$ cat src/rtl/riscv_inst_unpack_stage.sv
// Unpacks raw RISC-V instruction words into fields, format class and sign-extended immediate.
// Registered output stage with a one-entry skid buffer so in_rdy never depends on out_rdy.
module riscv_inst_unpack_stage #(
    parameter int IMM_W = 32,
    parameter int CNT_W = 16
) (
    input  logic             clk,
    input  logic             reset,
    input  logic             in_val,
    output logic             in_rdy,
    input  logic [31:0]      in_msg,
    output logic             out_val,
    input  logic             out_rdy,
    output logic [2:0]       out_type,
    output logic [6:0]       out_opcode,
    output logic [4:0]       out_rd,
    output logic [2:0]       out_funct3,
    output logic [4:0]       out_rs1,
    output logic [4:0]       out_rs2,
    output logic [6:0]       out_funct7,
    output logic [IMM_W-1:0] out_imm,
    output logic             out_illegal,
    output logic [CNT_W-1:0] out_count
);

    localparam logic [2:0] FMT_R   = 3'd0;
    localparam logic [2:0] FMT_I   = 3'd1;
    localparam logic [2:0] FMT_S   = 3'd2;
    localparam logic [2:0] FMT_SB  = 3'd3;
    localparam logic [2:0] FMT_U   = 3'd4;
    localparam logic [2:0] FMT_UJ  = 3'd5;
    localparam logic [2:0] FMT_ILL = 3'd7;

    typedef struct packed {
        logic [2:0]       fmt;
        logic [6:0]       opcode;
        logic [4:0]       rd;
        logic [2:0]       funct3;
        logic [4:0]       rs1;
        logic [4:0]       rs2;
        logic [6:0]       funct7;
        logic [IMM_W-1:0] imm;
        logic             illegal;
    } dec_t;

    typedef enum logic [1:0] {EMPTY, ONE, FULL} state_t;

    function automatic dec_t unpack_inst(input logic [31:0] w);
        dec_t              d;
        logic signed [31:0] imm32;
        d        = '0;
        imm32    = '0;
        d.opcode = w[6:0];
        case (w[6:0])
            7'b0110011:                         d.fmt = FMT_R;
            7'b0010011, 7'b0000011, 7'b1100111: d.fmt = FMT_I;
            7'b0100011:                         d.fmt = FMT_S;
            7'b1100011:                         d.fmt = FMT_SB;
            7'b0110111, 7'b0010111:             d.fmt = FMT_U;
            7'b1101111:                         d.fmt = FMT_UJ;
            default:                            d.fmt = FMT_ILL;
        endcase
        case (d.fmt)
            FMT_R: begin
                d.rd = w[11:7]; d.funct3 = w[14:12]; d.rs1 = w[19:15];
                d.rs2 = w[24:20]; d.funct7 = w[31:25];
            end
            FMT_I: begin
                d.rd = w[11:7]; d.funct3 = w[14:12]; d.rs1 = w[19:15];
                imm32 = {{20{w[31]}}, w[31:20]};
            end
            FMT_S: begin
                d.funct3 = w[14:12]; d.rs1 = w[19:15]; d.rs2 = w[24:20];
                imm32 = {{20{w[31]}}, w[31:25], w[11:7]};
            end
            FMT_SB: begin
                d.funct3 = w[14:12]; d.rs1 = w[19:15]; d.rs2 = w[24:20];
                imm32 = {{19{w[31]}}, w[31], w[7], w[30:25], w[11:8], 1'b0};
            end
            FMT_U: begin
                d.rd = w[11:7];
                imm32 = {w[31:12], 12'b0};
            end
            FMT_UJ: begin
                d.rd = w[11:7];
                imm32 = {{11{w[31]}}, w[31], w[19:12], w[20], w[30:21], 1'b0};
            end
            default: begin
                // Illegal words keep their raw register fields but carry no immediate.
                d.rd = w[11:7]; d.funct3 = w[14:12]; d.rs1 = w[19:15];
                d.rs2 = w[24:20]; d.illegal = 1'b1;
            end
        endcase
        d.imm = IMM_W'(imm32);
        return d;
    endfunction

    state_t            state;
    dec_t              out_p1;
    logic              vld_p1;
    logic [31:0]       skid_p0;
    logic              in_rdy_q;
    logic [CNT_W-1:0]  count_q;
    logic              accept;
    logic              drain;

    assign accept = in_val && in_rdy_q;
    assign drain  = vld_p1 && out_rdy;

    always_ff @(posedge clk or posedge reset) begin
        if (reset) begin
            state    <= EMPTY;
            vld_p1   <= 1'b0;
            in_rdy_q <= 1'b1;
            out_p1   <= '0;
            skid_p0  <= '0;
            count_q  <= '0;
        end else begin
            if (accept) count_q <= count_q + 1'b1;
            case (state)
                EMPTY: if (accept) begin
                    out_p1 <= unpack_inst(in_msg);
                    vld_p1 <= 1'b1;
                    state  <= ONE;
                end
                ONE: begin
                    if (accept && !drain) begin
                        skid_p0  <= in_msg;
                        in_rdy_q <= 1'b0;
                        state    <= FULL;
                    end else if (drain && !accept) begin
                        vld_p1 <= 1'b0;
                        state  <= EMPTY;
                    end else if (accept && drain) begin
                        out_p1 <= unpack_inst(in_msg);
                    end
                end
                FULL: if (drain) begin
                    out_p1   <= unpack_inst(skid_p0);
                    in_rdy_q <= 1'b1;
                    state    <= ONE;
                end
                default: state <= EMPTY;
            endcase
        end
    end

    // ---- output stage p1 ----
    assign in_rdy      = in_rdy_q;
    assign out_val     = vld_p1;
    assign out_type    = out_p1.fmt;
    assign out_opcode  = out_p1.opcode;
    assign out_rd      = out_p1.rd;
    assign out_funct3  = out_p1.funct3;
    assign out_rs1     = out_p1.rs1;
    assign out_rs2     = out_p1.rs2;
    assign out_funct7  = out_p1.funct7;
    assign out_imm     = out_p1.imm;
    assign out_illegal = out_p1.illegal;
    assign out_count   = count_q;

endmodule

$ cat config.mk
export PLATFORM = sky130hd
export DESIGN_NAME = riscv_inst_unpack_stage
export DESIGN_NICKNAME = d
export VERILOG_FILES = /design/src/rtl/riscv_inst_unpack_stage.sv
export SDC_FILE = /design/constraint.sdc
export NUM_CORES = 1
export LEC_CHECK = 0
export CORE_ASPECT_RATIO = 2
export CORE_MARGIN = 5
export CORE_UTILIZATION = 40
export CTS_CLUSTER_SIZE = 28
export DETAILED_ROUTE_END_ITERATION = 6
export PLACE_DENSITY = 0.62
export SLEW_MARGIN = 20
export SYNTH_ARGS = -nofsm -noshare
export SYNTH_HDL_FRONTEND = slang
export SYNTH_SLANG_ARGS = --single-unit
$ cat constraint.sdc
create_clock -name clk -period 4.46 [get_ports clk]
set_input_delay 0.892 -clock clk [delete_from_list [all_inputs] [get_ports clk]]
set_output_delay 0.892 -clock clk [all_outputs]
set_load 0.005 [all_outputs]
==> results by stage, run 1 <==
Worst setup path:
- Of all nets on the critical path, the largest fanout is 11.
- The required time of the worst setup path is 4.80 ns.
- The worst setup path is launched from a flip-flop.
- STA puts the critical path data arrival time at 4.04 ns.
- The kind of end point of the critical path is a flip-flop.
- On the worst path, the slowest cell contributes a delay of 0.76 ns.
- Together, buffers and inverters on the worst path number 1.
- The largest individual stage delay along the critical path comes from the cell sky130_fd_sc_hd__nor3b_2.
- The critical path goes through or3b_1 -> a21oi_4 -> inv_1 -> ha_1 -> o21ai_0 -> a2bb2oi_1 -> and2_1 -> nor3b_2 -> a222oi_1 -> nand2_2.
- The worst setup path is of the reg2reg kind.
- The family of cells with the greatest summed delay on the critical path is simple AND/OR/NAND/NOR gates.

Flow run:
- The number of maximum-capacitance violations is 0.

Timing:
- The number of slew-limit violations in the final report is 0.
- The post-route clock skew is 0.00650 ns.
- After layout, the worst path uses 82.9% of the clock period.
- The count of endpoints failing setup in the final report is 0.
- The hold violation count in the final report was 0.
- For the pin with the worst max-slew slack, the measured transition is 0.914 ns.
- Summed over all failing endpoints, the final setup total negative slack is 0 ns.
- Derived from the worst setup path, the maximum achievable clock frequency is 270 MHz.
- After layout, the minimum clock period comes to 3.70 ns.
- The normalized max-slew margin is 39.1%.
- Setup repair after global routing left no endpoint under its margin.

CTS:
- Clock-pin slew was measured on the worst setup and hold paths at 0.06 ns.
- The root cell of the clock tree is sky130_fd_sc_hd__clkbuf_16.
- The number of CTS-inserted buffers is 17.
- The clock latency of the later-clocked register in the worst-skew pair is 0.41 ns.
- The longest clock path from root to sink contains 2 buffers.
- Post-CTS repair changed the size of 0 cells.
- The number of buffers inserted by hold repair at cts is 0.
- In this run the post-CTS setup repair buffer count came out at 0.
- The TritonCTS clock tree is yes.
- In this run the number of H-tree levels came out at 4.
- The clock net in this run drives a total of 120 sinks.

Power and ir drop:
- The leakage power is 3.49 nW.
- Across the VDD grid, the largest voltage drop is 0.253 mV.
- The power per cell area is 310 mW/mm^2.

Cells and area:
- The fraction of layout instances using a drive strength above 1 is 13.7%.
- The area growth from synthesis to layout is 34.1%.
- Leaving out fill and tap cells, the most frequent cell in the layout is sky130_fd_sc_hd__clkdlybuf4s50_1.
- The final design utilization is 54.2%.
- The number of antenna diodes in the final layout is 0.
- The count of cells in the finished layout, fillers not included, comes to 903.
- The top cell types in the final layout, fill and taps aside, are sky130_fd_sc_hd__clkdlybuf4s50_1 (121), sky130_fd_sc_hd__dfrtp_1 (119), sky130_fd_sc_hd__nor2_1 (80).
- The final layout contains 741 nets.

Synth:
- In the synthesized netlist, the number of instances is 572.
- In the synthesized netlist the dominant register cell turns out to be sky130_fd_sc_hd__dfrtp_1.
- Sorting the synthesized cells by area gives the leading types as sky130_fd_sc_hd__dfrtp_1 (50%), sky130_fd_sc_hd__mux2_2 (6.1%), sky130_fd_sc_hd__nor2_1 (5.1%).
- The number of distinct library cells after synthesis is 68.
- The mean area per synthesized cell is 10.4 um^2.
- The mapped netlist covers 0.00595 mm^2.
- The share of Yosys cell area claimed by the top area cell type is 50.0%.
- Of all cell types, the one taking the most synthesized area is sky130_fd_sc_hd__dfrtp_1.
- For this run, the register share of the synthesized area comes to 50.5%.
- In this run, synthesis inferred 0 flip-flops with an integrated enable.
- When the netlist entered floorplanning its net count stood at 618.
- The number of synthesized register bits is 120.
- The async set-or-reset flop fraction in the synthesized netlist is 100%.
- The yosys synthesis warning count is 0.

Status:
- The run finished, with violations left.
- The checks that failed: DRC.

Drt:
- The detailed router finished its first iteration with 453 violations.
- The remaining antenna violation count is 0.
- The final layout contains routed wiring with a total length of 18000 um.
- In the routed layout, each cell is associated on average with a via count of 5.76.
- After detailed routing, the average wire length per cell comes to 20.0 um.
- The first detailed-routing pass ran for 7 iterations.
- For this run, design rule violations remaining after detail routing come to 6.
- The total via count after detailed routing is 5197.

Global route:
- The largest net degree at the start of global routing is 70.
- The sum of overflow across all layers after global routing is 0.
- The layer flagged by global routing as most heavily used is met2.
- For this run, global-route usage on met1 was measured as 23.1%.
- The met3 routing resource usage after global routing is 3.84%.
- Global routing used 37.9% of the available met2 tracks.
- The number of antenna violations at the first check in global routing was 0.
- Global routing used 20.9% of the available tracks.
- The first global-routing pass estimated 28100 um of wire.
- The via count of the first global-routing pass is 5368.

Die:
- The die covers 0.0176 mm^2.
- The overall die width is 96.3 um.
- The placeable core region is 0.0147 mm^2.
- 122 I/O pins were placed.
- For this configuration, the core starts out at a cell density of 40.4%.
- The number of placement rows is 63.
- In this run the vertical extent of the chip is 183 um.

Hold path:
- The worst hold path belongs to the class reg2reg.

Placed design:
- The count of port buffers added during placement is 121.
- The congestion estimate from routability-driven global placement came to 0.886.
- The wire-length estimate of the detail-placed layout is 13100 um.
- The number of placed instances, taps included, is 870.
sequential cells by signal, summed over array words and instances, names as in the netlist:
register	count
out_rs2	5
out_rd	5
out_count	16
in_rdy	1
state	2
out_imm	32
skid_p0	32
out_rs1	5
out_opcode	7
out_illegal	1
out_type	3
out_val	1
out_funct7	7
out_funct3	3
layout make-up:
cell class,count,area (um^2)
clock buffers,18,439
inverters,11,43.8
repair buffers,136,1370
fillers,1345,6760
clock inverters,14,123
flip-flops and latches,120,3000
well taps,195,244
multi-input cells,409,2760
report_power, final:
part           total [mW]  internal, mW  switching (mW)
Clock                1.30         0.782           0.513
Combinational      0.0866        0.0359          0.0507
Sequential           1.09          1.09               0
synth_stat cells (4+ instances only):
cell                       count
sky130_fd_sc_hd__a21boi_0     11
sky130_fd_sc_hd__a21oi_1      19
sky130_fd_sc_hd__a221oi_1     30
sky130_fd_sc_hd__a222oi_1     10
sky130_fd_sc_hd__a22oi_1       7
sky130_fd_sc_hd__a31oi_1       9
sky130_fd_sc_hd__a32oi_1       5
sky130_fd_sc_hd__buf_6         4
sky130_fd_sc_hd__clkbuf_1     21
sky130_fd_sc_hd__dfrtp_1     119
sky130_fd_sc_hd__ha_1         10
sky130_fd_sc_hd__inv_1        11
sky130_fd_sc_hd__mux2_2       32
sky130_fd_sc_hd__nand2_1      60
sky130_fd_sc_hd__nand2b_1      8
sky130_fd_sc_hd__nand3_1       7
sky130_fd_sc_hd__nand3b_1      6
sky130_fd_sc_hd__nor2_1       81
sky130_fd_sc_hd__o21ai_0      19
sky130_fd_sc_hd__o221ai_1      9
sky130_fd_sc_hd__o22ai_1       6
sky130_fd_sc_hd__or3_1         4
sky130_fd_sc_hd__xnor2_1      13
kinds of logic after synthesis:
family	Yosys count	synth area share, %
xor+xnor	16	2.35
mux	32	6.05
simple gates	203	17.1
flops	120	50.5
compound gates	148	18.6
buf+inv	43	3.32
fa+ha+maj	10	2.10
final timing paths:
path / from / to / slack, ns / depth (start not counted)
setup / recovery: skid_p0[6] / out_imm[30] / 0.76 / 10
hold reg to reg: out_count[15] / out_count[15] / 0.48 / 1
hold / removal: out_count[15] / out_count[15] / 0.48 / 1
min in group asynchronous: reset / out_funct7[3] / 0.93 / 2
max in group asynchronous: reset / out_imm[31] / 2.70 / 3
setup reg to reg: skid_p0[6] / out_imm[30] / 0.76 / 10
metal layers:
layer | wire length [um] | vias to the layer above
li1 | - | 2366
met5 | 0 | -
met4 | 505 | 0
met1 | 6480 | 2556
met2 | 10000 | 233
met3 | 1020 | 42
metrics by stage:
step           power (mW)  setup slack, ns  instance area (um^2)  hold WS (ns)
4_1_cts              2.49            0.825                  7960         0.477
2_1_floorplan        1.14            0.384                  5950         0.463
5_1_grt              2.54            0.548                  7980         0.495
6_report             2.47            0.762                  7980         0.478
3_5_place_dp         1.20            0.487                  7390         0.465
3_3_place_gp         1.19            0.643                  7390         0.461
Power figures use the tool's default switching activity.
==> run 2, diff against run 1 <==
==> constraint.sdc (replaced) <==
create_clock -name clk -period 3.8 [get_ports clk]
set_input_delay 0.76 -clock clk [delete_from_list [all_inputs] [get_ports clk]]
set_output_delay 0.76 -clock clk [all_outputs]
set_load 0.005 [all_outputs]
==> run 2 against run 1 <==
  * The flow now finishes without violations
  * Critical path depth is the same
  * Cell area is 0.71% higher
  * Hold slack got worse by 0.0011 ns
  * Count of clock-buffer cells in the layout increased by 1
  * Critical path type unchanged
  * Critical endpoint is now out_imm[20]
  * Largest power group unchanged
==> results by stage, run 2 (synthesis gave the netlist of run 1 again) <==
Power and ir drop:
- The power per cell area is 357 mW/mm^2 (+15%).
- The leakage power is 3.53 nW (+1.0%).
- The maximum resistive drop on vdd was 0.370 mV (+46%).
- The total power after layout is 2.87 mW (+16%).

Die:
- The height of the die is 183 um (unchanged).
- The I/O pin count is 122 (unchanged).
- The initial core utilization is 40.4% (unchanged).
- The full die area came to 0.0176 mm^2 (unchanged).
- The placeable core region came to 0.0147 mm^2 (unchanged).
- The number of placement rows is 63 (unchanged).
- The overall die width is 96.3 um (unchanged).

Cells and area:
- The area of the multi-input gates is 0.00276 mm^2 (unchanged).
- The relative area change from synthesis to final layout is 35.0%.
- The final design utilization is 54.5% (+0.38 points).
- Leaving out fill and tap cells, the most frequent cells in the layout are sky130_fd_sc_hd__clkdlybuf4s50_1 (121), sky130_fd_sc_hd__dfrtp_1 (119), sky130_fd_sc_hd__nor2_1 (80).
- The net total in the final layout is 753 (+1.6%).
- The filler cell count in the final layout is 1365 (+1.5%).
- The diode insertion count for antenna repair is 0 (unchanged).
- The commonest non-fill, non-tap cell in the layout is sky130_fd_sc_hd__clkdlybuf4s50_1.
- The fraction of layout instances using a drive strength above 1 is 14.9% (+1.2 points).
- The area taken by flip-flops and latches is 0.00300 mm^2 (unchanged).
- The design area was 0.00804 mm^2 (+0.71%).
- The final cell count without fillers came to 914 (+1.2%).

Timing:
- The count of endpoints failing setup in the final report is 0 (unchanged).
- The timing-limited maximum frequency came to 303 MHz (+12%).
- Setup repair after global routing left no endpoint under its margin.
- The post-route clock period utilization is 87.0% (+4.1 points).
- The post-route clock skew is 0.0112 ns (+0.00474 ns).
- The total negative slack for setup checks is 0 ns (unchanged).
- The slew of the pin with the lowest slew margin is 0.763 ns (-0.151 ns).
- The number of slew-limit violations in the final report is 0 (unchanged).
- The worst setup margin is 0.495 ns (-0.267 ns).
- The normalized max-slew margin came to 48.8% (+9.7 points).
- The final-layout worst hold slack is 0.477 ns (-0.00108 ns).
- The minimum clock period after layout is 3.31 ns (-0.393 ns).
- The hold violation count in the final report is 0 (unchanged).

Flow run:
- The number of maximum-capacitance violations is 0 (unchanged).

Drt:
- The remaining antenna violation count came to 0 (unchanged).
- The routed length per placed instance came to 20.1 um (+0.92%).
- The total via count after detailed routing is 5251 (+1.0%).
- The number of detailed-routing iterations run before antenna repair is 6 (-1).
- The initial detailed-routing violation count is 303 (-33%).
- The total DRC errors in the routed layout is 0 (-6).
- The detail-routed via count per cell is 5.75 (-0.18%).
- The wire length reported by the detailed router is 18400 um (+2.1%).

Placed design:
- The placement-stage worst setup slack is 0.163 ns (-0.323 ns).
- The placed cell area is 0.00749 mm^2 (+1.3%).
- The total half-perimeter wirelength after legalization and detailed placement is 13400 um (+2.4%).
- The number of instances in the placed design is 883 (+1.5%).
- The global placer's final weighted congestion is 0.867 (-2.1%).
- The count of port buffers added during placement is 121 (unchanged).

Worst setup path:
- The kind of end point of the critical path is a flip-flop.
- The arrival time at the worst endpoint is 3.65 ns (-0.39 ns).
- The peak fanout along the critical path is 11 (unchanged).
- The required time of the worst setup path is 4.14 ns (-0.66 ns).
- The worst setup path is launched from a flip-flop.
- The path type of the worst setup path is reg2reg.

CTS:
- The number of sinks driven by the clock tree was 120 (unchanged).
- The clock latency of the later-clocked register in the worst-skew pair was 0.42 ns (about the same).
- The number of CTS-inserted buffers came to 17 (unchanged).
- The buffers inserted during post-CTS setup optimization is 0 (unchanged).
- The level count of the clock H-tree is 4 (unchanged).
- The number of buffers inserted by hold repair at cts is 0 (unchanged).
- The number of cells upsized or downsized after cts is 0 (unchanged).
- The TritonCTS clock tree is yes.
- The register clock-pin slew on the reported worst setup and hold paths was 0.06 ns (about the same).
- The maximum clock path buffer count is 2 (unchanged).
- The tree is rooted in a sky130_fd_sc_hd__clkbuf_16.

Hold path:
- The class of the most critical hold timing path is reg2reg.

Global route:
- The total global-route track usage is 21.9% (+1.1 points).
- The sum of overflow across all layers after global routing is 0 (unchanged).
- The first-pass GRT wire length came to 29400 um (+4.5%).
- The largest net degree at the start of global routing is 121 (+73%).
- The number of antenna violations at the first check in global routing was 0 (unchanged).
- The via count of the first global-routing pass came to 5498 (+2.4%).

Status:
- The run finished with clean final reports.
[run 2: cell types whose count changed in the layout (fill, tap and decap cells not counted), sizes merged]
cell,before,now
clkinvlp,2,4
clkinv,8,7
inv,14,11
clkbuf,18,19
buf,15,27
[run 2: worst paths after layout]
| check | startpoint | to | slack (ns) | depth (start not counted) |
|---|---|---|---|---|
| setup reg to reg | skid_p0[4] | out_imm[20] | 0.49 | 10 |
| hold / removal | out_type[2] | out_type[2] | 0.48 | 1 |
| min in group asynchronous | reset | out_opcode[2] | 0.89 | 3 |
| setup / recovery | skid_p0[4] | out_imm[20] | 0.49 | 10 |
| hold reg to reg | out_type[2] | out_type[2] | 0.48 | 1 |
| max in group asynchronous | reset | out_imm[2] | 2.42 | 3 |
[run 2: final cells by class]
type / instances / area share (%)
Clock buffer: 19 / 5.51
Timing Repair Buffer: 148 / 17.9
Inverter: 11 / 0.560
Multi-Input combinational cell: 409 / 34.3
Tap cell: 195 / 3.04
Clock inverter: 12 / 1.29
Sequential cell: 120 / 37.4
[run 2: layer usage]
metal,routed length [um],GRT usage [%]
met5,0,0
met3,910,3.47
met1,6580,23.6
met4,568,9.52
met2,10300,40.5
[run 2: critical path: stages, from the launching register on]
cell	delay, ns
sky130_fd_sc_hd__dfrtp_1	0.50
sky130_fd_sc_hd__or3b_1	0.44
sky130_fd_sc_hd__a21oi_4	0.30
sky130_fd_sc_hd__inv_1	0.11
sky130_fd_sc_hd__ha_1	0.31
sky130_fd_sc_hd__o21ai_0	0.12
sky130_fd_sc_hd__a2bb2oi_1	0.32
sky130_fd_sc_hd__and2_1	0.42
sky130_fd_sc_hd__a21oi_2	0.09
sky130_fd_sc_hd__o32a_1	0.47
sky130_fd_sc_hd__nand3_1	0.15
[run 2: where the power goes]
group	internal [mW]	total [mW]	leakage (nW)	switching [mW]
combinational	0.0442	0.104	1.60	0.0601
sequential	1.28	1.28	1.66	0
clock	0.908	1.49	0.265	0.580
total	2.23	2.87	3.53	0.641
